--- src/rtl/flash_seq_pkg.sv ---
// Shared state encoding and default widths for the programmable flash-pattern sequencer.
package flash_seq_pkg;

    localparam int FS_STATE_W = 2;
    localparam int FS_TW_DEF  = 8;
    localparam int FS_CW_DEF  = 4;

    typedef enum logic [FS_STATE_W-1:0] {
        FS_IDLE = 2'd0,
        FS_ON   = 2'd1,
        FS_OFF  = 2'd2,
        FS_DONE = 2'd3
    } fs_state_t;

endpackage

--- src/rtl/flash_seq_timer.sv ---
// Loadable down-counter; load wins, otherwise counts down and parks at zero.
module flash_seq_timer
    import flash_seq_pkg::*;
#(
    parameter int TW = FS_TW_DEF
) (
    input  logic          clk,
    input  logic          rst,
    input  logic          load,
    input  logic [TW-1:0] load_val,
    output logic          zero
);

    logic [TW-1:0] cnt_q;
    logic [TW-1:0] cnt_d;

    always_comb begin
        cnt_d = cnt_q;
        if (load) begin
            cnt_d = load_val;
        end else if (cnt_q != '0) begin
            cnt_d = cnt_q - TW'(1);
        end
    end

    always_ff @(posedge clk) begin
        if (rst) begin
            cnt_q <= '0;
        end else begin
            cnt_q <= cnt_d;
        end
    end

    assign zero = (cnt_q == '0);

endmodule

--- src/rtl/flash_seq_ctrl.sv ---
// Flash-pattern sequencer: N ON pulses separated by OFF gaps, durations captured at start.
// Optional FLASH_SEQ_ABORT_EN adds an abort input that ends a running pattern via DONE.
module flash_seq_ctrl
    import flash_seq_pkg::*;
#(
    parameter int TW = FS_TW_DEF,
    parameter int CW = FS_CW_DEF
) (
    input  logic          clk,
    input  logic          rst,
    input  logic          start,
    input  logic [TW-1:0] on_len,
    input  logic [TW-1:0] off_len,
    input  logic [CW-1:0] num_flashes,
`ifdef FLASH_SEQ_ABORT_EN
    input  logic          abort,
`endif
    output logic          out,
    output logic          busy,
    output logic          done
);

    fs_state_t     state_q, state_d;
    logic [TW-1:0] on_q, on_d;
    logic [TW-1:0] off_q, off_d;
    logic [CW-1:0] rem_q, rem_d;
    logic          tmr_load;
    logic [TW-1:0] tmr_val;
    logic          tmr_zero;

    // A zero length behaves as one cycle; the timer holds length-1.
    function automatic logic [TW-1:0] len_m1(input logic [TW-1:0] len);
        return (len == '0) ? '0 : len - TW'(1);
    endfunction

    flash_seq_timer #(
        .TW(TW)
    ) u_timer (
        .clk      (clk),
        .rst      (rst),
        .load     (tmr_load),
        .load_val (tmr_val),
        .zero     (tmr_zero)
    );

    always_comb begin
        state_d  = state_q;
        on_d     = on_q;
        off_d    = off_q;
        rem_d    = rem_q;
        tmr_load = 1'b0;
        tmr_val  = len_m1(on_q);

        case (state_q)
            FS_IDLE: begin
                if (start) begin
                    on_d  = on_len;
                    off_d = off_len;
                    if (num_flashes != '0) begin
                        rem_d    = num_flashes - CW'(1);
                        tmr_load = 1'b1;
                        tmr_val  = len_m1(on_len);
                        state_d  = FS_ON;
                    end else begin
                        state_d  = FS_DONE;
                    end
                end
            end
            FS_ON: begin
                if (tmr_zero) begin
                    if (rem_q == '0) begin
                        state_d = FS_DONE;
                    end else begin
                        tmr_load = 1'b1;
                        tmr_val  = len_m1(off_q);
                        state_d  = FS_OFF;
                    end
                end
            end
            FS_OFF: begin
                if (tmr_zero) begin
                    rem_d    = rem_q - CW'(1);
                    tmr_load = 1'b1;
                    tmr_val  = len_m1(on_q);
                    state_d  = FS_ON;
                end
            end
            FS_DONE: begin
                state_d = FS_IDLE;
            end
            default: begin
                state_d = FS_IDLE;
            end
        endcase

`ifdef FLASH_SEQ_ABORT_EN
        // Abort only cuts a running pattern short; timer contents are don't-care afterwards.
        if (abort && ((state_q == FS_ON) || (state_q == FS_OFF))) begin
            state_d = FS_DONE;
        end
`endif
    end

    always_ff @(posedge clk) begin
        if (rst) begin
            state_q <= FS_IDLE;
            on_q    <= '0;
            off_q   <= '0;
            rem_q   <= '0;
        end else begin
            state_q <= state_d;
            on_q    <= on_d;
            off_q   <= off_d;
            rem_q   <= rem_d;
        end
    end

    assign out  = (state_q == FS_ON);
    assign busy = (state_q == FS_ON) || (state_q == FS_OFF);
    assign done = (state_q == FS_DONE);

endmodule

--- config.mk ---
export PLATFORM = sky130hd
export DESIGN_NAME = flash_seq_ctrl
export DESIGN_NICKNAME = d
export VERILOG_FILES = /design/src/rtl/flash_seq_pkg.sv /design/src/rtl/flash_seq_timer.sv /design/src/rtl/flash_seq_ctrl.sv
export SDC_FILE = /design/constraint.sdc
export NUM_CORES = 1
export LEC_CHECK = 0
export CORE_ASPECT_RATIO = 1.25
export CORE_UTILIZATION = 60
export DETAILED_ROUTE_END_ITERATION = 6
export HOLD_SLACK_MARGIN = 0.15
export PLACE_DENSITY = 0.88
export SLEW_MARGIN = 20
export SYNTH_ARGS = -nofsm -noshare
export SYNTH_HDL_FRONTEND = slang
export SYNTH_SLANG_ARGS = --single-unit
--- constraint.sdc ---
create_clock -name clk -period 3.86 [get_ports clk]
set_clock_uncertainty 0.05 [all_clocks]
set_input_delay 0.772 -clock clk [delete_from_list [all_inputs] [get_ports clk]]
set_output_delay 0.772 -clock clk [all_outputs]
set_load 0.01 [all_outputs]
# Yosys cells after proc, flatten, opt, wreduce, memory -nomap -nowiden
# Index checks and enable logic that the tools add are counted.
dict set report word_totals {
  register_bits 30
  latchBits 0
  mem_bits_rw 0
  mem_bits_ro 0
  inputBits 23
  out_inout_bits 3
  wordCells 58
  n_memories 0
}
dict set report op_classes {
  addsub 6
  n_mul 0
  div_mod_pow 0
  n_lt_le_gt_ge 0
  eq_ne 7
  shifts 0
  n_mux 26
  n_bitwise 0
  reduce_logical 14
}
# operator count
set ops {}
lappend ops {{$mux 8} 9}
lappend ops {{$logic_not 8->1} 4}
lappend ops {{$sub 8x1->8 const B} 4}
lappend ops {{$pmux 8 s2} 1}
lappend ops {{$mux 4} 3}
lappend ops {{$mux 2} 4}
lappend ops {{$pmux 2 s4} 1}
lappend ops {{$pmux 4 s2} 1}
lappend ops {{$reduce_bool 8->1} 1}
lappend ops {{$sub 4x1->4 const B} 2}
lappend ops {{$mux 1} 6}
lappend ops {{$ne 2x2->1 const B} 3}
lappend ops {{$eq 2x2->1 const B} 2}
lappend ops {{$logic_not 4->1} 1}
lappend ops {{$reduce_and 4->1} 1}
lappend ops {{$reduce_bool 2->1} 2}
lappend ops {{$reduce_bool 4->1} 1}
lappend ops {{$pmux 1 s3} 1}
lappend ops {{$reduce_and 3->1} 1}
lappend ops {{$eq 2x1->1 const B} 1}
lappend ops {{$logic_not 2->1} 1}
lappend ops {{$ne 2x1->1 const B} 1}
lappend ops {{$reduce_and 2->1} 1}
lappend ops {{$logic_or 1x1->1} 1}

# Logic depth before layout (Yosys ltp)
# Gate-level depths: netlist (run 1).
dict set report logic_depth {
  ltp_word 6
  depth_mapped 9
  mapped_depth_nobuf 9
}

# Hierarchy
# From an unflattened synthesis (run 1), not the netlist that was laid out.
dict set report hier_totals {
  cells_unflattened 275
  hier_area_um2 2190.9
}
# module n_inst cells_each area_per_inst_um2 seq_area_each_um2
set modules_own_cells {}
lappend modules_own_cells {flash_seq_ctrl 1 222 1715.4 440.4}
lappend modules_own_cells {flash_seq_timer 1 53 475.5 160.2}

# Worst setup path before layout (run 1)
# Ideal clock, no wire load.
dict set report synth_path {
  kind {input-to-reg}
  from {input port on_len[0]}
  to {register u_timer.cnt_q[1]}
  setup_ps 131
  t_arrival_ps 2211
  required_time_ps 3679
  slack_ps 1468
  stages 7
  path_cell_list {inv_1 -> ha_1 -> or4b_1 -> o211ai_1 -> nor2_1 -> a2111oi_0 -> nor3_1}
}
dict set report synth_between {
  elab_chain_len 6
  word_cells_on_any_way 7
}
# element line
set synth_lines {}
lappend synth_lines {{start, declared} flash_seq_ctrl.sv:12} ;# input logic [TW-1:0] on_len,
lappend synth_lines {{$sub 8x1->8 / $logic_not 8->1 (equally long branches)} flash_seq_ctrl.sv:33} ;# return (len == '0) ? '0 : len - TW'(1);
lappend synth_lines {{$mux 8 *} flash_seq_ctrl.sv:33}
lappend synth_lines {{$mux 8 *} flash_seq_ctrl.sv:59} ;# if (num_flashes != '0) begin
lappend synth_lines {{$mux 8 *} flash_seq_ctrl.sv:56} ;# if (start) begin
lappend synth_lines {{$pmux 8 s2 *} flash_seq_ctrl.sv:54} ;# case (state_q)
lappend synth_lines {{$mux 8 *} flash_seq_timer.sv:19} ;# if (load) begin
lappend synth_lines {{end signal, assigned} flash_seq_timer.sv:30} ;# cnt_q <= cnt_d;
lappend synth_lines {{end, declared} flash_seq_timer.sv:14} ;# logic [TW-1:0] cnt_q;
# Every way passes the cells marked *; elsewhere a longest branch is shown, timed or not.
# A chain may end at the register's enable or synchronous reset.

# Worst setup path after layout (run 1)
# Same ends and word-level chain as after synthesis.

==> out/results.tsv, run 1 <==
stage	metric	value	unit
worst_setup_path	slowest_delay	0.50	ns
pwr	cellPowerDensity	735.4	mW/mm^2
worst_setup_path	path_delay_family	compound AO/OA/AOI/OAI gates	
synthesis	synthDistinctLibCells	53	
worst_setup_path	path_class	in -> reg	
drt	detail_route.wl_per_cell	15.45	um
floorplan	rows	24	
floorplan	die_h	69.85	um
sta	setup-tns-final	0	ns
floorplan	die_w	56.28	um
cts	cts_max_path_buffers	2	
global_route	grt_pass1_vias	1974	
worst_setup_path	startpoint_type	input pin	
drt	num_vias	2128	
worst_setup_path	crit_buf_inv	2	
synthesis	syn_nets	317	
cts	clock-sinks	30	
cts	cts_made_buffers	5	
drt	drt_pre_antenna_iters	5	
cts	post_cts.repair.setup_buffers	0	
synthesis	synthFlopType	dfxtp_1	
drt	first_iter_violations	108	
sta	max_slew_margin	59.38	%
sta	min_period	2.976	ns
pwr	vdd_drop_max	513.0	uV
cts	clk_pin_slew_worst_paths	0.07	ns
synthesis	async_flop_share	0	%
sta	maxSlewViolCount	0	
finish	layout-drive-gt1-share	6.291	%
pwr	p_total	1.859	mW
synthesis	yosysTopAreaCell	dfxtp_1	
worst_setup_path	required	3.96	ns
pwr	total_leakage_power	0.9607	nW
worst_setup_path	critPathMaxFanout	6	
global_route	grt_overflow	0	
sta	post-route-period-util	77.09	%
placed_design	numPortBuffers	25	
cts	cts.repair.resized	0	
synthesis	synthesis.area	0.002210	sq mm
sta	max_freq	336.1	MHz
drt	vias_per_cell	6.240	
placed_design	place.gp.congestion	0.9070	
worst_setup_path	critPathSlowestCell	clkdlybuf4s50_1	
global_route	grt_pass1_wl	8742	um
floorplan	core-area	0.003513	sq mm
floorplan	io-pin-count	26	
global_route	gr-usage-all-layers	28.10	%
synthesis	avgSynthCellArea	7.863	sq um
floorplan	start_util	62.89	%
placed_design	dp_hpwl	3829	um
synthesis	synthTopCellsByArea	dfxtp_1, a21oi_1, nand2_1	
floorplan	die_area	0.003931	sq mm
finish	syn_to_final_growth	14.38	%
synthesis	seq_area_frac_synth	27.18	%
drt	route.detailed.drc	0	
worst_setup_path	arrival	3.08	ns
sta	worstMarginPinSlew	0.6094	ns
drt	routed_wl	5269	um
cts	worstSkewPairLatency	0.29	ns
finish	fin_util	71.94	%
global_route	antenna_found_initial	0	
synthesis	yosysMostFrequentCell	nand2_1	
worst_setup_path	endpoint_kind	flop	
synthesis	synth_edf_count	0	
cts	cts_tree	built	
finish	finalNetCount	337	
global_route	grt_max_degree	31	
finish	n_antenna_cell	0	
sta	setup_viol	0	
run_status	outcome	finished, final reports clean	
synthesis	synth_cells	281	
cts	hold_buffers	0	
sta	hold_viol	0	
cts	h-tree-depth	2	
synthesis	yosysTopAreaCellShare	27.18	%
cts	cts-root-buf	clkbuf_8	
finish	num-fill-cells	303	
finish	seq_area	600.6	sq um
job	cap_violations	0	
finish	multi_input_area	0.001489	sq mm
synthesis	ys_ff_latch	30	
synthesis	yosys_warnings	0	
drt	ant_nets	0	
synthesis	synthTopCellsByCount	nand2_1, a21oi_1, dfxtp_1, nor2_1, inv_1	
sta	rsz0062_at_grt	false	
worst_setup_path	path_cells	clkdlybuf4s50_1 -> inv_1 -> ha_1 -> or4b_1 -> o211ai_1 -> nor2_1 -> a2111oi_0 -> nor3_1	
min_path	hp-class	reg -> reg	
## worst min-delay path: cells and delay by family (launching register included)
family / cells / cell delay (ns)
and+or+nand+nor: 1 / 0.06
AOI/OAI and AO/OA: 1 / 0.05
DFF: 1 / 0.33
## path summary, 6_finish.rpt
path	startpoint	end	slack [ns]	cells after the start
min reg2reg	off_q[5]	off_q[5]	0.44	2
min	off_q[5]	off_q[5]	0.44	2
max	on_len[0]	u_timer.cnt_q[1]	0.88	8
max reg2reg	state_q[0]	rem_q[1]	1.47	6
## layout by cell type, fill, tap and decap left out, types with 2 or more instances in the layout
master	count
nor3b_1	5
and2_1	3
and3_1	2
dfxtp_1	30
nand2b_1	2
o22ai_1	3
nand2_1	44
clkbuf_8	6
xor2_1	9
o21ai_0	9
a21o_1	2
clkdlybuf4s50_1	24
nor3_1	10
a211oi_1	10
nor2_1	19
mux2i_1	7
inv_1	14
xnor2_1	11
nor4_1	4
or3_1	2
o211ai_1	2
a2bb2oi_1	2
a21oi_1	34
o31ai_1	2
nand3_1	4
ha_1	13
a2111oi_1	2
or4_1	2
mux2_2	2
## metrics by stage
| step | hold WS (ns) | instance area [sq um] | instances | setup slack [ns] |
|---|---|---|---|---|
| 2_1_floorplan | 0.4102 | 2210 | 281 | 1.468 |
| 3_3_place_gp | 0.4255 | 2441 | 333 | 0.8335 |
| 3_5_place_dp | 0.4357 | 2441 | 333 | 0.6760 |
| 4_1_cts | 0.4449 | 2532 | 341 | 0.9849 |
| 5_1_grt | 0.4740 | 2527 | 341 | 0.8651 |
| 6_report | 0.4431 | 2527 | 341 | 0.8843 |
## power breakdown
part / switching (mW) / internal, mW / leakage (nW)
logic: 0.630 / 0.462 / 0.665
registers: 0.101 / 0.398 / 0.247
clock network: 0.124 / 0.144 / 0.0482
total: 0.856 / 1.00 / 0.961
## state kept, by name (all words and copies together) (netlist names)
name / cells
state_q: 2
u_timer.cnt_q: 8
off_q: 8
on_q: 8
rem_q: 4
## cell families after synthesis
group,count (synthesis),synth area share (%)
AO/OA/AOI/OAI,79,24.12
XOR/XNOR,20,7.928
adder cells (fa/ha/maj),13,7.361
buffers and inverters,26,5.436
flip-flops,30,27.18
multiplexers,9,4.190
AND/OR/NAND/NOR,104,23.78
## cell type report
class	count	share of cell area (%)
multi-input cells	225	58.91
flip-flops and latches	30	23.76
repair buffers	25	9.703
clock buffers	7	3.416
inverters	14	2.079
well taps	39	1.931
clock inverters	1	0.1980
## per-layer routing
layer  GRT usage, %  vias up  wire (um)
met5              0        -          0
li1               -     1053          -
met3          6.296       18        230
met2          48.68       62       2684
met4          11.65        0        121
met1          33.06      995       2233
No activity file was read; power rests on OpenSTA's default activity.
==> run 2: changes to the inputs <==
--- a/config.mk
+++ b/config.mk
@@ -6,10 +6,10 @@
 export NUM_CORES = 1
 export LEC_CHECK = 0
 export CORE_ASPECT_RATIO = 1.25
-export CORE_UTILIZATION = 60
+export CORE_UTILIZATION = 56
 export DETAILED_ROUTE_END_ITERATION = 6
 export HOLD_SLACK_MARGIN = 0.15
-export PLACE_DENSITY = 0.88
+export PLACE_DENSITY = 0.83
 export SLEW_MARGIN = 20
 export SYNTH_ARGS = -nofsm -noshare
 export SYNTH_HDL_FRONTEND = slang
==> constraint.sdc (replaced) <==
create_clock -name clk -period 2.9 [get_ports clk]
set_clock_uncertainty 0.05 [all_clocks]
set_input_delay 0.58 -clock clk [delete_from_list [all_inputs] [get_ports clk]]
set_output_delay 0.58 -clock clk [all_outputs]
set_load 0.01 [all_outputs]
==> run 2 against run 1 <==
Global-route usage down 1.5 points. Final cell count up 6.5%. Register-to-register slack worse by 0.89 ns. Die area up 6.9%. Critical endpoint is now u_timer.cnt_q[4]. Final area up 3.8%. Flip-flop and latch count unchanged. Via count down 0.94%. Sequential power up 33%. Highest routed layer unchanged. Clock-buffer cell count up 1. Hold slack worse by 0.0071 ns. Largest cell class unchanged. Wire length down 0.38%.
==> out/results.tsv, run 2 (same netlist as run 1, synthesis figures left out) <==
stage	metric	value	unit	change
cts	cts_tree	built		
global_route	gr-usage-all-layers	26.61	%	-1.5 points
sta	setup_viol	0		unchanged
global_route	groute.layer.met3.usage	4.991	%	-1.3 points
drt	vias_per_cell	5.807		-6.9%
sta	maxSlewViolCount	0		unchanged
drt	drt_pre_antenna_iters	4		-1
finish	syn_to_final_growth	18.69	%	
worst_setup_path	path_class	in -> reg		
cts	clock-sinks	30		unchanged
min_path	hold_path_depth	2		unchanged
sta	max_freq	398.0	MHz	
floorplan	start_util	58.38	%	-4.5 points
worst_setup_path	crit_buf_inv	3		+1
pwr	p_total	2.552	mW	+37%
worst_setup_path	critPathMaxFanout	4		-2
drt	detail_route.wl_per_cell	14.46	um	-6.4%
global_route	use_met2	45.72	%	-3.0 points
worst_setup_path	startpoint_type	input pin		
worst_setup_path	slowest_delay	0.46	ns	-0.04 ns
worst_setup_path	critPathSlowestCell	clkdlybuf4s50_1		
cts	clk_pin_slew_worst_paths	0.07	ns	about the same
placed_design	dp_hpwl	3988	um	+4.2%
cts	cts-root-buf	clkbuf_8		
pwr	p_sw	1.150	mW	+34%
global_route	grt_use_met1	33.00	%	-0.061 points
sta	worstMarginPinSlew	0.6104	ns	+0.001069 ns
sta	min_period	2.513	ns	
worst_setup_path	required	3.00	ns	-0.96 ns
global_route	antenna_found_initial	0		unchanged
pwr	p_comb_share	58.3	%	-0.4 points
worst_setup_path	worstRegToRegCells	7		+1
finish	postLayoutCellArea	0.002623	sq mm	+3.8%
finish	layout-drive-gt1-share	8.414	%	+2.1 points
min_path	hp-class	reg -> reg		
pwr	seq_power_share	25.9	%	-0.9 points
worst_setup_path	path_cells	clkdlybuf4s50_1 -> inv_1 -> ha_1 -> or4b_1 -> o211ai_1 -> buf_4 -> nor2_1 -> a2111oi_2 -> nor3_1		
floorplan	die_h	72.23	um	+3.4%
floorplan	die_w	58.19	um	+3.4%
worst_setup_path	arrival	2.61	ns	-0.47 ns
worst_setup_path	rrSetupSlack	0.58	ns	-0.89 ns
floorplan	die_area	0.004203	sq mm	+6.9%
placed_design	place_area	0.002512	sq mm	+2.9%
min_path	hold_end	off_q[7]		
pwr	power_frac_clock	15.8	%	+1.4 points
finish	n_antenna_cell	0		unchanged
finish	finalNetCount	344		+2.1%
sta	post-route-period-util	86.64	%	
job	cap_violations	0		unchanged
worst_setup_path	endpoint_kind	flop		
worst_setup_path	rr_endpoint	u_timer.cnt_q[7]		
finish	layout_commonest_cell	nand2_1		
floorplan	core-area	0.003785	sq mm	+7.7%
drt	ant_nets	0		unchanged
cts	hold_buffers	0		unchanged
cts	h-tree-depth	2		unchanged
cts	cts_max_path_buffers	2		unchanged
finish	final_cell_mix	nand2_1, a21oi_1, dfxtp_1		
drt	first_iter_violations	100		-7.4%
global_route	busiest_layer	met2		
finish	num-fill-cells	331		+9.2%
min_path	worstHoldStart	off_q[7]		
cts	cts_made_buffers	5		unchanged
worst_setup_path	path_delay_family	buffers and inverters		
run_status	outcome	finished, final reports clean		
sta	rsz0062_at_grt	false		
global_route	grt_overflow	0		unchanged
floorplan	io-pin-count	26		unchanged
global_route	grt_max_degree	18		-42%
drt	routed_wl	5249	um	-0.38%
cts	worstSkewPairLatency	0.28	ns	about the same
finish	reg_top3	off_q: 8 flops, on_q: 8 flops, u_timer.cnt_q: 8 flops		
cts	cts.repair.resized	0		unchanged
cts	post_cts.repair.setup_buffers	0		unchanged
pwr	vdd_drop_max	537.0	uV	+4.7%
sta	hold_viol	0		unchanged
drt	num_vias	2108		-0.94%
pwr	cellPowerDensity	973.3	mW/mm^2	+32%
placed_design	place.gp.congestion	0.8661		-4.5%
placed_design	numPortBuffers	25		unchanged
sta	max_slew_margin	59.18	%	-0.20 points
sta	setup-tns-final	0	ns	unchanged
pwr	intPower	1.402	mW	+40%
pwr	switching_share	45.07	%	-0.96 points
global_route	grt_pass1_wl	8604	um	-1.6%
worst_setup_path	reg2reg_from	u_timer.cnt_q[0]		
drt	route.detailed.drc	0		unchanged
finish	fin_util	69.29	%	-2.6 points
pwr	total_leakage_power	1.003	nW	+4.4%
global_route	grt_pass1_vias	1898		-3.9%
floorplan	rows	25		+4.2%
run 2: changes by cell type in the layout (fill, tap and decap cells not counted):
| cell | before | now |
|---|---|---|
| clkinv_2 | 1 | 0 |
| buf_4 | 0 | 7 |
| clkbuf_8 | 6 | 8 |
| clkbuf_1 | 1 | 0 |
| clkdlybuf4s50_1 | 24 | 25 |
| buf_2 | 1 | 0 |
run 2: cell type report:
type	count	area, sq um	share of cell area, %
timing repair buffer	32	302.8	11.55
inverter	14	52.55	2.004
tap	54	67.56	2.576
sequential	30	600.6	22.90
multi-input combinational	225	1489	56.77
clock buffer	8	110.1	4.198
run 2: power groups by stage:
stage | Sequential [mW] | Combinational (mW) | Clock (mW)
6_report | 0.662 | 1.49 | 0.403
5_1_grt | 0.679 | 1.65 | 0.422
4_1_cts | 0.659 | 1.48 | 0.405
3_5_place_dp | 0.668 | 1.46 | 0
3_3_place_gp | 0.662 | 1.43 | 0
2_1_floorplan | 0.638 | 1.16 | 0
run 2: per-layer routing:
metal / vias to the layer above / wire, um
li1: 1068 / -
met1: 972 / 2371
met2: 59 / 2604
met3: 9 / 179
met4: 0 / 93
met5: - / 0
run 2: worst max-delay path by stage:
stage	slack, ns	startpoint	depth (start not counted)	end
2_1_floorplan	0.70	on_len[0]	7	u_timer.cnt_q[1]
3_3_place_gp	0.18	on_len[1]	9	u_timer.cnt_q[4]
3_5_place_dp	0.10	on_len[1]	9	u_timer.cnt_q[4]
4_1_cts	0.41	on_len[1]	8	u_timer.cnt_q[0]
5_1_grt	0.20	on_len[1]	9	u_timer.cnt_q[4]
6_report	0.39	on_len[1]	9	u_timer.cnt_q[4]
run 2: per-stage QoR:
| step | setup WS (ns) | hold slack, ns | cells |
|---|---|---|---|
| floorplan | 0.6998 | 0.4102 | 281 |
| global placement | 0.1785 | 0.4236 | 355 |
| detailed placement | 0.1011 | 0.4289 | 355 |
| CTS | 0.4092 | 0.4382 | 363 |
| global route | 0.1971 | 0.4722 | 363 |
| finish | 0.3874 | 0.4360 | 363 |
run 2: worst min-delay path: cells and delay by family (launching register included):
kind / cells / cell delay, ns
DFF: 1 / 0.33
AOI/OAI and AO/OA: 1 / 0.05
and+or+nand+nor: 1 / 0.06
